<file path="config.mk">
export PLATFORM = sky130hd
export DESIGN_NAME = dmem_bus_if
export DESIGN_NICKNAME = d
export VERILOG_FILES = /design/src/rtl/dmem_bus_if.sv
export SDC_FILE = /design/constraint.sdc
export NUM_CORES = 1
export LEC_CHECK = 0
export ABC_AREA = 0
export BUFFER_PORTS_ARGS = -buffer_cell sky130_fd_sc_hd__clkbuf_2
export CORE_MARGIN = 2
export CORE_UTILIZATION = 42
export CTS_CLUSTER_SIZE = 16
export DETAILED_ROUTE_END_ITERATION = 8
export PLACE_DENSITY = 0.76
export SLEW_MARGIN = 10
export SYNTH_ARGS = -nofsm -noshare
export SYNTH_HDL_FRONTEND = slang
export SYNTH_SLANG_ARGS = --single-unit
</file>
<file path="constraint.sdc">
create_clock -name clk -period 2 [get_ports clk]
set_clock_uncertainty 0.1 [all_clocks]
set_input_delay 0.3 -clock clk [delete_from_list [all_inputs] [get_ports clk]]
set_output_delay 0.3 -clock clk [all_outputs]
set_load 0.005 [all_outputs]
</file>
<file path="src/rtl/dmem_bus_if.sv">
// Data-memory bus adapter: turns a pipeline load/store into one request/response bus access.
// Latency: at least 3 cycles from request to DONE; each extra cycle of grant or response wait adds one.
// Backpressure: stall holds the pipeline while the access is outstanding; aborts after TIMEOUT cycles.
module dmem_bus_if #(
  parameter int TIMEOUT = 255
) (
  input  logic        clk,
  input  logic        rst,
  input  logic [31:0] address,
  input  logic [31:0] writeData,
  input  logic        read,
  input  logic        write,
  input  logic [3:0]  maskByte,
  output logic [31:0] dataMemOut,
  output logic        stall,
  output logic        busError,
  output logic        bus_req,
  output logic        bus_we,
  output logic [31:0] bus_addr,
  output logic [3:0]  bus_be,
  output logic [31:0] bus_wdata,
  input  logic        bus_gnt,
  input  logic        bus_rvalid,
  input  logic [31:0] bus_rdata
);

  // Counter is wide enough for TIMEOUT but never narrower than 8 bits.
  localparam int CW = ($clog2(TIMEOUT + 1) > 8) ? $clog2(TIMEOUT + 1) : 8;

  typedef enum logic [1:0] {IDLE, REQ, WAIT, DONE} state_t;

  state_t        state, state_nxt;
  logic [CW-1:0] cnt;
  logic [CW-1:0] cnt_inc;
  logic          accept;
  logic          complete;
  logic          abort;
  logic          expired;

  // A store with no byte enables is a misaligned store and never reaches the bus.
  assign accept  = (read | write) & (~write | (maskByte != 4'b0000));
  assign cnt_inc = cnt + 1'b1;
  assign expired = (cnt_inc >= CW'(TIMEOUT));

  // Next-state and stall; a grant without a response wins over the timeout, WAIT then aborts.
  always_comb begin
    state_nxt = state;
    stall     = 1'b0;
    complete  = 1'b0;
    abort     = 1'b0;
    case (state)
      IDLE: begin
        if (accept) begin
          stall     = 1'b1;
          state_nxt = REQ;
        end
      end
      REQ: begin
        stall = 1'b1;
        if (bus_gnt && bus_rvalid) begin
          complete  = 1'b1;
          state_nxt = DONE;
        end else if (bus_gnt) begin
          state_nxt = WAIT;
        end else if (expired) begin
          abort     = 1'b1;
          state_nxt = DONE;
        end
      end
      WAIT: begin
        stall = 1'b1;
        if (bus_rvalid) begin
          complete  = 1'b1;
          state_nxt = DONE;
        end else if (expired) begin
          abort     = 1'b1;
          state_nxt = DONE;
        end
      end
      DONE: state_nxt = IDLE;
      default: state_nxt = IDLE;
    endcase
  end

  // State, counter, latched bus request fields and the returned word.
  always_ff @(posedge clk) begin
    if (rst) begin
      state      <= IDLE;
      cnt        <= '0;
      dataMemOut <= 32'h0;
      busError   <= 1'b0;
      bus_req    <= 1'b0;
      bus_we     <= 1'b0;
      bus_be     <= 4'b0000;
      bus_addr   <= 32'h0;
      bus_wdata  <= 32'h0;
    end else begin
      state    <= state_nxt;
      bus_req  <= (state_nxt == REQ);
      busError <= abort;
      if (state == IDLE) begin
        cnt <= '0;
        if (accept) begin
          bus_we    <= write;
          bus_be    <= write ? maskByte : 4'b1111;
          bus_addr  <= {address[31:2], 2'b00};
          bus_wdata <= writeData << {address[1:0], 3'b000};
        end
      end else if (state == REQ || state == WAIT) begin
        cnt <= cnt_inc;
      end
      if (complete && !bus_we) begin
        dataMemOut <= bus_rdata;
      end else if (abort) begin
        dataMemOut <= 32'h0;
      end
    end
  end

endmodule

</file>
Yosys cells after proc, flatten, opt, wreduce, memory -nomap -nowiden
Cells that the tools add are included.
W data, S select, Z words.
- logic and storage cells: 49
- output and inout bits: 104
- bits in registers: 111
- bitwise operators: 4
- shift operators: 1
- mux-type cells: 19
- $add $sub $neg: 1
- eq/ne operators: 4
- reduce and logical (&&, ||, !) cells: 10
- order comparisons: 1
- operator list (operator ; count):
    $mux W32 ; 2
    $shl A32 B5 Y32 ; 1
    $mux W2 ; 5
    $add A8 B1 Y8 const B ; 1
    $ge A8 B8 Y1 const B ; 1
    $pmux W2 S4 ; 1
    $mux W1 ; 7
    $pmux W1 S2 ; 3
    $eq A2 B1 Y1 const B ; 2
    $eq A2 B2 Y1 const B ; 2
    $mux W4 ; 1
    $reduce_bool A4 Y1 ; 1
    $reduce_or A2 Y1 ; 2
    $logic_and A1 B1 Y1 ; 2
    $logic_not A2 Y1 ; 1
    $or A1 B1 Y1 ; 2
    $reduce_and A2 Y1 ; 1
    $reduce_bool A2 Y1 ; 1
    $and A1 B1 Y1 ; 1
    $logic_not A1 Y1 ; 1
    $logic_or A1 B1 Y1 ; 1
    $not A1 Y1 ; 1

Longest topological paths before layout
Gate-level depths: netlist of the first run.
- word-level depth: 8
- depth in mapped cells: 8
- gate-level depth less buffers: 7

Worst setup path before layout of the first run
OpenSTA, ideal clock, no wires.
- kind: flip-flop to flip-flop
- start: register state[1]
- end: register dataMemOut[21]
- buffers on the path: 2
- library setup time: 0.060 ns
- path slack: 0.003 ns
- arrival time: 1.838 ns
- stages on the path, launching flop included: 8
- cell sequence: dfxtp_1 > inv_1 > ha_1 > buf_2 > nand2_1 > nor4_1 > clkbuf_1 > a22o_1
- cells in the longest elaborated chain, start to end: 4
- ends and longest elaborated chain (what ; line ; text):
    start: declaration ; 32 ; state_t state, state_nxt;
    start signal: assignment ; 98 ; state <= state_nxt;
    $eq A2 B2 Y1 or $eq A2 B1 Y1 (tied branches) ; 51 ; case (state)
    $pmux W1 S2 ; 51 ;
    $logic_and A1 B1 Y1 ; 112 ; if (complete && !bus_we) begin
    $mux W32 or $reduce_bool A2 Y1 (tied branches) ; n/a ;
    end signal: assignment ; 113 ; dataMemOut <= bus_rdata;
    end: declaration ; 14 ; output logic [31:0] dataMemOut,
Several ways; a longest one is shown, not always the timed one.
A chain may end at the register's enable or synchronous reset.

Final worst setup path of the first run
- start: register state[0]
- end: output port stall
- cells in the longest elaborated chain, start to end: 3
- ends and longest elaborated chain (what ; line ; text):
    $eq A2 B1 Y1 or $eq A2 B2 Y1 (tied branches) ; 51 ;
    $reduce_or A2 Y1 (no line) ; n/a ;
    $pmux W1 S2 * ; 51 ;
    end: declaration ; 15 ; output logic stall,
Mark *: on every way between the ends. The rest lies on a longest branch, timed or not.

==> flow_metrics.env, run 1 <==
export IMPL_vdd_drop_max_mv=0.607
export IMPL_synthFlopType="dfxtp_1"
export IMPL_fmax_mhz=522
export IMPL_cp_start_kind="flip-flop"
export IMPL_cts_max_level=3
export IMPL_hold_depth=2
export IMPL_avgSynthCellArea_sq_um=8.78
export IMPL_core_area_sq_um=10300
export IMPL_synth_seq_cells=111
export IMPL_timing_final_crit_share_pct=95.9
export IMPL_power_density_nw_per_um2=842
export IMPL_dieWidth_um=107
export IMPL_stdcell_area_sq_um=6110
export IMPL_drt_total_wl_mm=12.3
export IMPL_crit_top_cell="nor2_1"
export IMPL_rows=37
export IMPL_p_seq_share_pct=47.9
export IMPL_drt_first_pass_iters=4
export IMPL_switching_share_pct=27.9
export IMPL_slowest_delay_ns=0.39
export IMPL_drtIter0Drc=205
export IMPL_grt_ovfl_total=0
export IMPL_routabilityCongestion=0.920
export IMPL_total_power_mw=5.14
export IMPL_post_drt_wl_per_cell_um=14.3
export IMPL_grt_pass1_vias=4127
export IMPL_grt_start_max_net_pins=56
export IMPL_tightest_slew_ns=0.541
export IMPL_grt_use_total_pct=20.8
export IMPL_initial_core_util_pct=43.2
export IMPL_clk_pin_slew_ns=0.11
export IMPL_cts_root_buf="clkbuf_8"
export IMPL_power_leakage_nw=2.83
export IMPL_switchingPower_mw=1.44
export IMPL_drc=0
export IMPL_antennaDiodeCount=0
export IMPL_pwr_share_clk_pct=31.1
export IMPL_tritoncts="built"
export IMPL_postRouteAntennaNets=0
export IMPL_max_cap_viol_count=0
export IMPL_period_needed_ns=1.92
export IMPL_die_h_um=107
export IMPL_clock_sinks=111
export IMPL_clockBufferDepth=2
export IMPL_yosysWarnings=0
export IMPL_reg2reg_depth=8
export IMPL_synth_cells=508
export IMPL_clock_latency_ns=0.37
export IMPL_nFillCells=901
export IMPL_ys_types=33
export IMPL_crit_required_ns=1.60
export IMPL_dieArea_sq_um=11500
export IMPL_antenna_found_initial=0
export IMPL_p_comb_share_pct=21.0
export IMPL_syn_area_sq_um=4460
export IMPL_multiInputGateArea_sq_um=2060
export IMPL_numCtsBuffers=9
export IMPL_worst_path_max_delay_cell="dfxtp_4"
export IMPL_setup_viol=0
export IMPL_maxSlewHeadroom_pct=64.0
export IMPL_num_io_pins=210
export IMPL_status="complete, no violations"
export IMPL_synth_seq_area_share_pct=49.8
export IMPL_rsz0062_at_grt="false"
export IMPL_critPathArrivalTime_ns=1.52
export IMPL_num_vias=4318
export IMPL_nets=829
export IMPL_synth_edf_count=0
export IMPL_place_area_sq_um=5650
export IMPL_drive_gt1_share_pct=36.2
export IMPL_grt_first_pass_wirelength_mm=19.2
export IMPL_dp_hpwl_mm=8.92
export IMPL_hold_class="in2reg"
export IMPL_final_max_slew_viol_count=0
export IMPL_end_kind="output port"
export IMPL_cp_max_fo=4
export IMPL_setup_tns_ns=0
export IMPL_regArea_sq_um=2230
export IMPL_hold_violations=0
export IMPL_async_flop_share_pct=0
export IMPL_p_int_mw=3.71
export IMPL_port_buffers=207
export IMPL_viasPerCell=5.04
export IMPL_crit_type="reg2out"
export IMPL_cp_cell_sequence="inv_2 > ha_4 > buf_6 > nor2_1 > nor2_1 > buf_2"
export IMPL_area_delta_synth_final_pct=36.9
[logic make-up (layout without fill, tap and decap cells)]
| family | after synthesis | after routing | share of synthesized area (%) |
|---|---|---|---|
| compound gates | 129 | 129 | 19.3 |
| xor+xnor | 8 | 8 | 1.57 |
| fa+ha+maj | 7 | 7 | 1.96 |
| buf+inv | 50 | 262 | 5.61 |
| flops | 111 | 111 | 49.8 |
| mux | 16 | 16 | 3.59 |
| other cells | 1 | 2 | 0.0841 |
| simple gates | 186 | 186 | 18.1 |
[state kept, by name, indices dropped and copies added, names as in the netlist]
register,count
bus_wdata,32
state,2
bus_req,1
bus_we,1
cnt,8
bus_addr,30
bus_be,4
busError,1
dataMemOut,32
[Yosys cell counts (3+ instances only)]
library cell | instances | area [sq um]
inv_1 | 8 | 30.0
a21oi_1 | 58 | 290
buf_6 | 3 | 33.8
buf_2 | 20 | 100
buf_4 | 4 | 30.0
dfxtp_1 | 111 | 2220
nor2_1 | 57 | 214
a22o_1 | 32 | 280
a311oi_1 | 4 | 35.0
xor2_1 | 6 | 52.6
nand4_1 | 4 | 25.0
mux2i_1 | 16 | 160
ha_1 | 7 | 87.6
clkbuf_1 | 15 | 56.3
nor3_1 | 19 | 95.1
nor2b_1 | 13 | 81.3
a211oi_1 | 25 | 188
nand2_1 | 75 | 282
o21ai_0 | 5 | 25.0
nand3_1 | 9 | 45.0
[layer usage]
metal,vias to the layer above,GRT usage (%),wire (um)
li1,2168,-,-
met1,1976,25.6,5250
met2,147,34.4,5980
met3,27,4.68,694
met4,0,9.65,343
met5,-,0,0
[worst max-delay path: cells and delay by family, from the launching register on]
| family | cells | cell delay [ns] |
|---|---|---|
| flip-flops | 1 | 0.39 |
| adder cells (fa/ha/maj) | 1 | 0.29 |
| AND/OR/NAND/NOR | 2 | 0.13 |
| buffers and inverters | 3 | 0.33 |
[layout by cell type (no fill, tap or decap), drive strengths merged]
cell         netlist  final
clkbuf            15    215
dfxtp            111    111
nand2             75     75
a21oi             58     58
nor2              57     57
a22o              32     32
a211oi            25     25
buf               27     23
nor3              20     20
mux2i             16     16
nor2b             13     13
nand3              9      9
dlygate4sd3        0      9
inv                8      8
ha                 7      7
xor2               6      6
o21ai              6      6
nand4              4      4
a311oi             4      4
clkinv             0      4
bufinv             0      3
and3               3      3
xnor2              2      2
or2                2      2
conb               1      2
nor4               2      2
o41a               1      1
a221oi             1      1
or3                1      1
a31oi              1      1
o22ai              1      1
[metrics by stage]
step / hold WS (ns) / setup WS [ns] / utilization, % / std cells
floorplan: 0.309 / 0.00264 / - / 509
global placement: 0.340 / 0.125 / 54.8 / 825
detailed placement: 0.349 / 0.00390 / 54.8 / 825
CTS: 0.00110 / 0.000497 / 58.3 / 851
global route: 0.0109 / 0.00817 / 59.2 / 857
finish: 0.0207 / 0.0827 / 59.2 / 857
[power groups by stage]
stage | clock [mW] | sequential [mW] | combinational, mW
floorplan | 0 | 2.51 | 0.545
detailed placement | 0 | 2.51 | 0.985
global placement | 0 | 2.50 | 0.960
global route | 1.73 | 2.48 | 1.19
finish | 1.60 | 2.46 | 1.08
CTS | 1.65 | 2.46 | 1.02
[worst paths after layout]
check	startpoint	to	slack, ns
max	state[0]$_SDFF_PP0_	stall	0.08
min	bus_rdata[16]	dataMemOut[16]$_SDFFE_PP0P_	0.02
max reg2reg	state[0]$_SDFF_PP0_	dataMemOut[25]$_SDFFE_PP0P_	0.13
min reg2reg	bus_addr[17]$_SDFFE_PP0P_	bus_addr[17]$_SDFFE_PP0P_	0.36
[layout make-up]
| type | count | share of cell area (%) |
|---|---|---|
| sequential | 111 | 36.5 |
| timing repair buffer | 238 | 22.4 |
| tap | 136 | 2.79 |
| multi-input combinational | 348 | 33.8 |
| inverter | 8 | 0.492 |
| clock inverter | 7 | 1.99 |
| clock buffer | 9 | 2.03 |
[what timing repair did]
| item | CTS | global route |
|---|---|---|
| resized for setup | 6 | 10 |
| hold buffers | 9 | 0 |
| cloned | 0 | 0 |
| pin swaps | 0 | 2 |
| buffers inserted | 1 | 6 |
| endpoints found under the setup margin | 19 | 33 |
| endpoints found under the hold margin | 9 | 0 |
Power figures use the tool's default switching activity.
==> run 2: changes to the inputs <==
==> constraint.sdc (replaced) <==
create_clock -name clk -period 2 [get_ports clk]
set_clock_uncertainty 0.1 [all_clocks]
set_input_delay 0.4 -clock clk [delete_from_list [all_inputs] [get_ports clk]]
set_output_delay 0.4 -clock clk [all_outputs]
set_load 0.005 [all_outputs]
==> flow_metrics.env, run 2 (synthesized netlist as in run 1, its figures left out) <==
export IMPL_grt_ovfl_total=0
export IMPL_postRouteAntennaNets=0
export IMPL_hold_class="in2reg"
export IMPL_drt_total_wl_mm=12.2
export IMPL_dieArea_sq_um=11500
export IMPL_num_io_pins=210
export IMPL_total_power_mw=4.87
export IMPL_critPathArrivalTime_ns=1.44
export IMPL_clk_pin_slew_ns=0.12
export IMPL_multiInputGateArea_sq_um=2100
export IMPL_clock_latency_ns=0.37
export IMPL_reg2reg_slack_ns=0.11
export IMPL_layout_commonest_cell="clkbuf_2"
export IMPL_cp_max_fo=3
export IMPL_viasPerCell=5.04
export IMPL_hold_depth=2
export IMPL_rr_startpoint="state[1]$_SDFF_PP0_"
export IMPL_core_area_sq_um=10300
export IMPL_crit_required_ns=1.50
export IMPL_dp_hpwl_mm=8.97
export IMPL_power_density_nw_per_um2=789
export IMPL_tightest_slew_ns=0.699
export IMPL_num_vias=4415
export IMPL_cts_root_buf="clkbuf_8"
export IMPL_rows=37
export IMPL_cp_start_kind="input port"
export IMPL_min_to="dataMemOut[14]$_SDFFE_PP0P_"
export IMPL_rsz0062_at_grt="false"
export IMPL_cp_cell_sequence="clkbuf_2 > o41a_1 > nor2_4 > nor2b_4 > nor2_1 > nor2_1 > buf_2"
export IMPL_nets=848
export IMPL_drive_gt1_share_pct=39.7
export IMPL_mostFrequentLayoutCells="clkbuf_2 (206), dfxtp_1 (107), nand2_1 (75)"
export IMPL_reg_top3="bus_wdata x32, dataMemOut x32, bus_addr x30"
export IMPL_antenna_found_initial=0
export IMPL_cp_num_buf_inv=2
export IMPL_drc=0
export IMPL_r2r_end="dataMemOut[27]$_SDFFE_PP0P_"
export IMPL_grt_first_pass_wirelength_mm=18.9
export IMPL_grt_start_max_net_pins=69
export IMPL_nFillCells=886
export IMPL_initial_core_util_pct=43.2
export IMPL_worst_hold_slack_ns=0.121
export IMPL_power_leakage_nw=2.91
export IMPL_regArea_sq_um=2230
export IMPL_hold_violations=0
export IMPL_routabilityCongestion=0.892
export IMPL_cts_max_level=3
export IMPL_crit_top_cell="nor2_1"
export IMPL_post_drt_wl_per_cell_um=14.0
export IMPL_final_util_pct=59.9
export IMPL_p_comb_share_pct=22.4
export IMPL_numCtsBuffers=9
export IMPL_crit_type="in2out"
export IMPL_crit_cells=7
export IMPL_timing_final_crit_share_pct=96.9
export IMPL_final_max_slew_viol_count=0
export IMPL_status="complete, no violations"
export IMPL_vdd_drop_max_mv=0.420
export IMPL_pwr_share_clk_pct=27.2
export IMPL_grt_use_total_pct=20.2
export IMPL_antennaDiodeCount=0
export IMPL_drtIter0Drc=314
export IMPL_hold_start="bus_rdata[14]"
export IMPL_grt_pass1_vias=4065
export IMPL_setup_viol=0
export IMPL_hold_buffers=0
export IMPL_max_cap_viol_count=0
export IMPL_tritoncts="built"
export IMPL_p_int_mw=3.37
export IMPL_switchingPower_mw=1.50
export IMPL_switching_share_pct=30.8
export IMPL_port_buffers=207
export IMPL_area_delta_synth_final_pct=38.5
export IMPL_clock_sinks=111
export IMPL_fmax_mhz=516
export IMPL_die_h_um=107
export IMPL_path_delay_family="compound AO/OA/AOI/OAI gates"
export IMPL_reg2reg_depth=8
export IMPL_drt_first_pass_iters=6
export IMPL_period_needed_ns=1.94
export IMPL_clockBufferDepth=2
export IMPL_maxSlewHeadroom_pct=53.4
export IMPL_p_seq_share_pct=50.4
export IMPL_dieWidth_um=107
export IMPL_slowest_delay_ns=0.49
export IMPL_end_kind="output port"
export IMPL_worst_path_max_delay_cell="o41a_1"
## run 2: changes by cell type in the layout (fill, tap and decap cells not counted), moves of 3 or more
| cell | delta |
|---|---|
| bufinv_16 | -3 |
| inv_8 | +3 |
| buf_12 | -3 |
| buf_4 | +29 |
| dlygate4sd3_1 | -9 |
## run 2: power groups by stage
stage | Sequential (mW) | Clock [mW] | Combinational, mW
2_1_floorplan | 2.51 | 0 | 0.545
3_3_place_gp | 2.50 | 0 | 1.00
3_5_place_dp | 2.51 | 0 | 1.02
4_1_cts | 2.46 | 1.36 | 1.06
5_1_grt | 2.48 | 1.46 | 1.21
6_report | 2.46 | 1.32 | 1.09
## run 2: worst max-delay path by stage
| stage | start | end | slack (ns) |
|---|---|---|---|
| floorplan | state[1]$_SDFF_PP0_ | dataMemOut[21]$_SDFFE_PP0P_ | 0.003 |
| global placement | state[0]$_SDFF_PP0_ | dataMemOut[12]$_SDFFE_PP0P_ | -0.38 |
| detailed placement | state[0]$_SDFF_PP0_ | dataMemOut[2]$_SDFFE_PP0P_ | -0.47 |
| CTS | state[1]$_SDFF_PP0_ | stall | 0.0009 |
| global route | state[1]$_SDFF_PP0_ | stall | 0.01 |
| finish | maskByte[0] | stall | 0.06 |
## run 2: what timing repair did
| item | 4_1_cts | 5_1_grt |
|---|---|---|
| endpoints found under the setup margin | 33 | 36 |
| endpoints found under the hold margin | 0 | 0 |
| pin swaps | 2 | 3 |
| gates cloned | 1 | 0 |
| gates resized for setup | 10 | 14 |
| setup buffers | 6 | 3 |
## run 2: layout make-up
type	instances	share of cell area (%)
flip-flops and latches	111	36.1
inverters	8	0.486
clock inverters	7	1.21
multi-input cells	349	34.0
repair buffers	256	23.4
well taps	136	2.75
clock buffers	9	2.00
## run 2: through the flow
step	setup TNS, ns	std cells	worst slack [ns]	instance area (sq um)
after floorplan	0	509	0.00264	4460
after global placement	-12.68	850	-0.381	5820
after detailed placement	-15.39	850	-0.472	5820
after CTS	0	873	0.000864	6110
after global routing	0	876	0.0144	6180
final	0	876	0.0629	6180
## run 2: layer usage
| layer | track usage [%] | routed length, um | vias up |
|---|---|---|---|
| met1 | 25.5 | 5340 | 2032 |
| li1 | - | - | 2211 |
| met3 | 4.13 | 639 | 22 |
| met2 | 34.0 | 5960 | 150 |
| met4 | 7.61 | 296 | 0 |
| met5 | 0 | 0 | - |
## run 2: worst register-to-register path: stages (launching register included)
cell     delay [ns]
dfxtp_2        0.36
buf_4          0.13
ha_1           0.15
nor2b_1        0.18
o21ai_2        0.10
nor3_4         0.30
nor3_4         0.09
buf_4          0.17
a22o_1         0.23
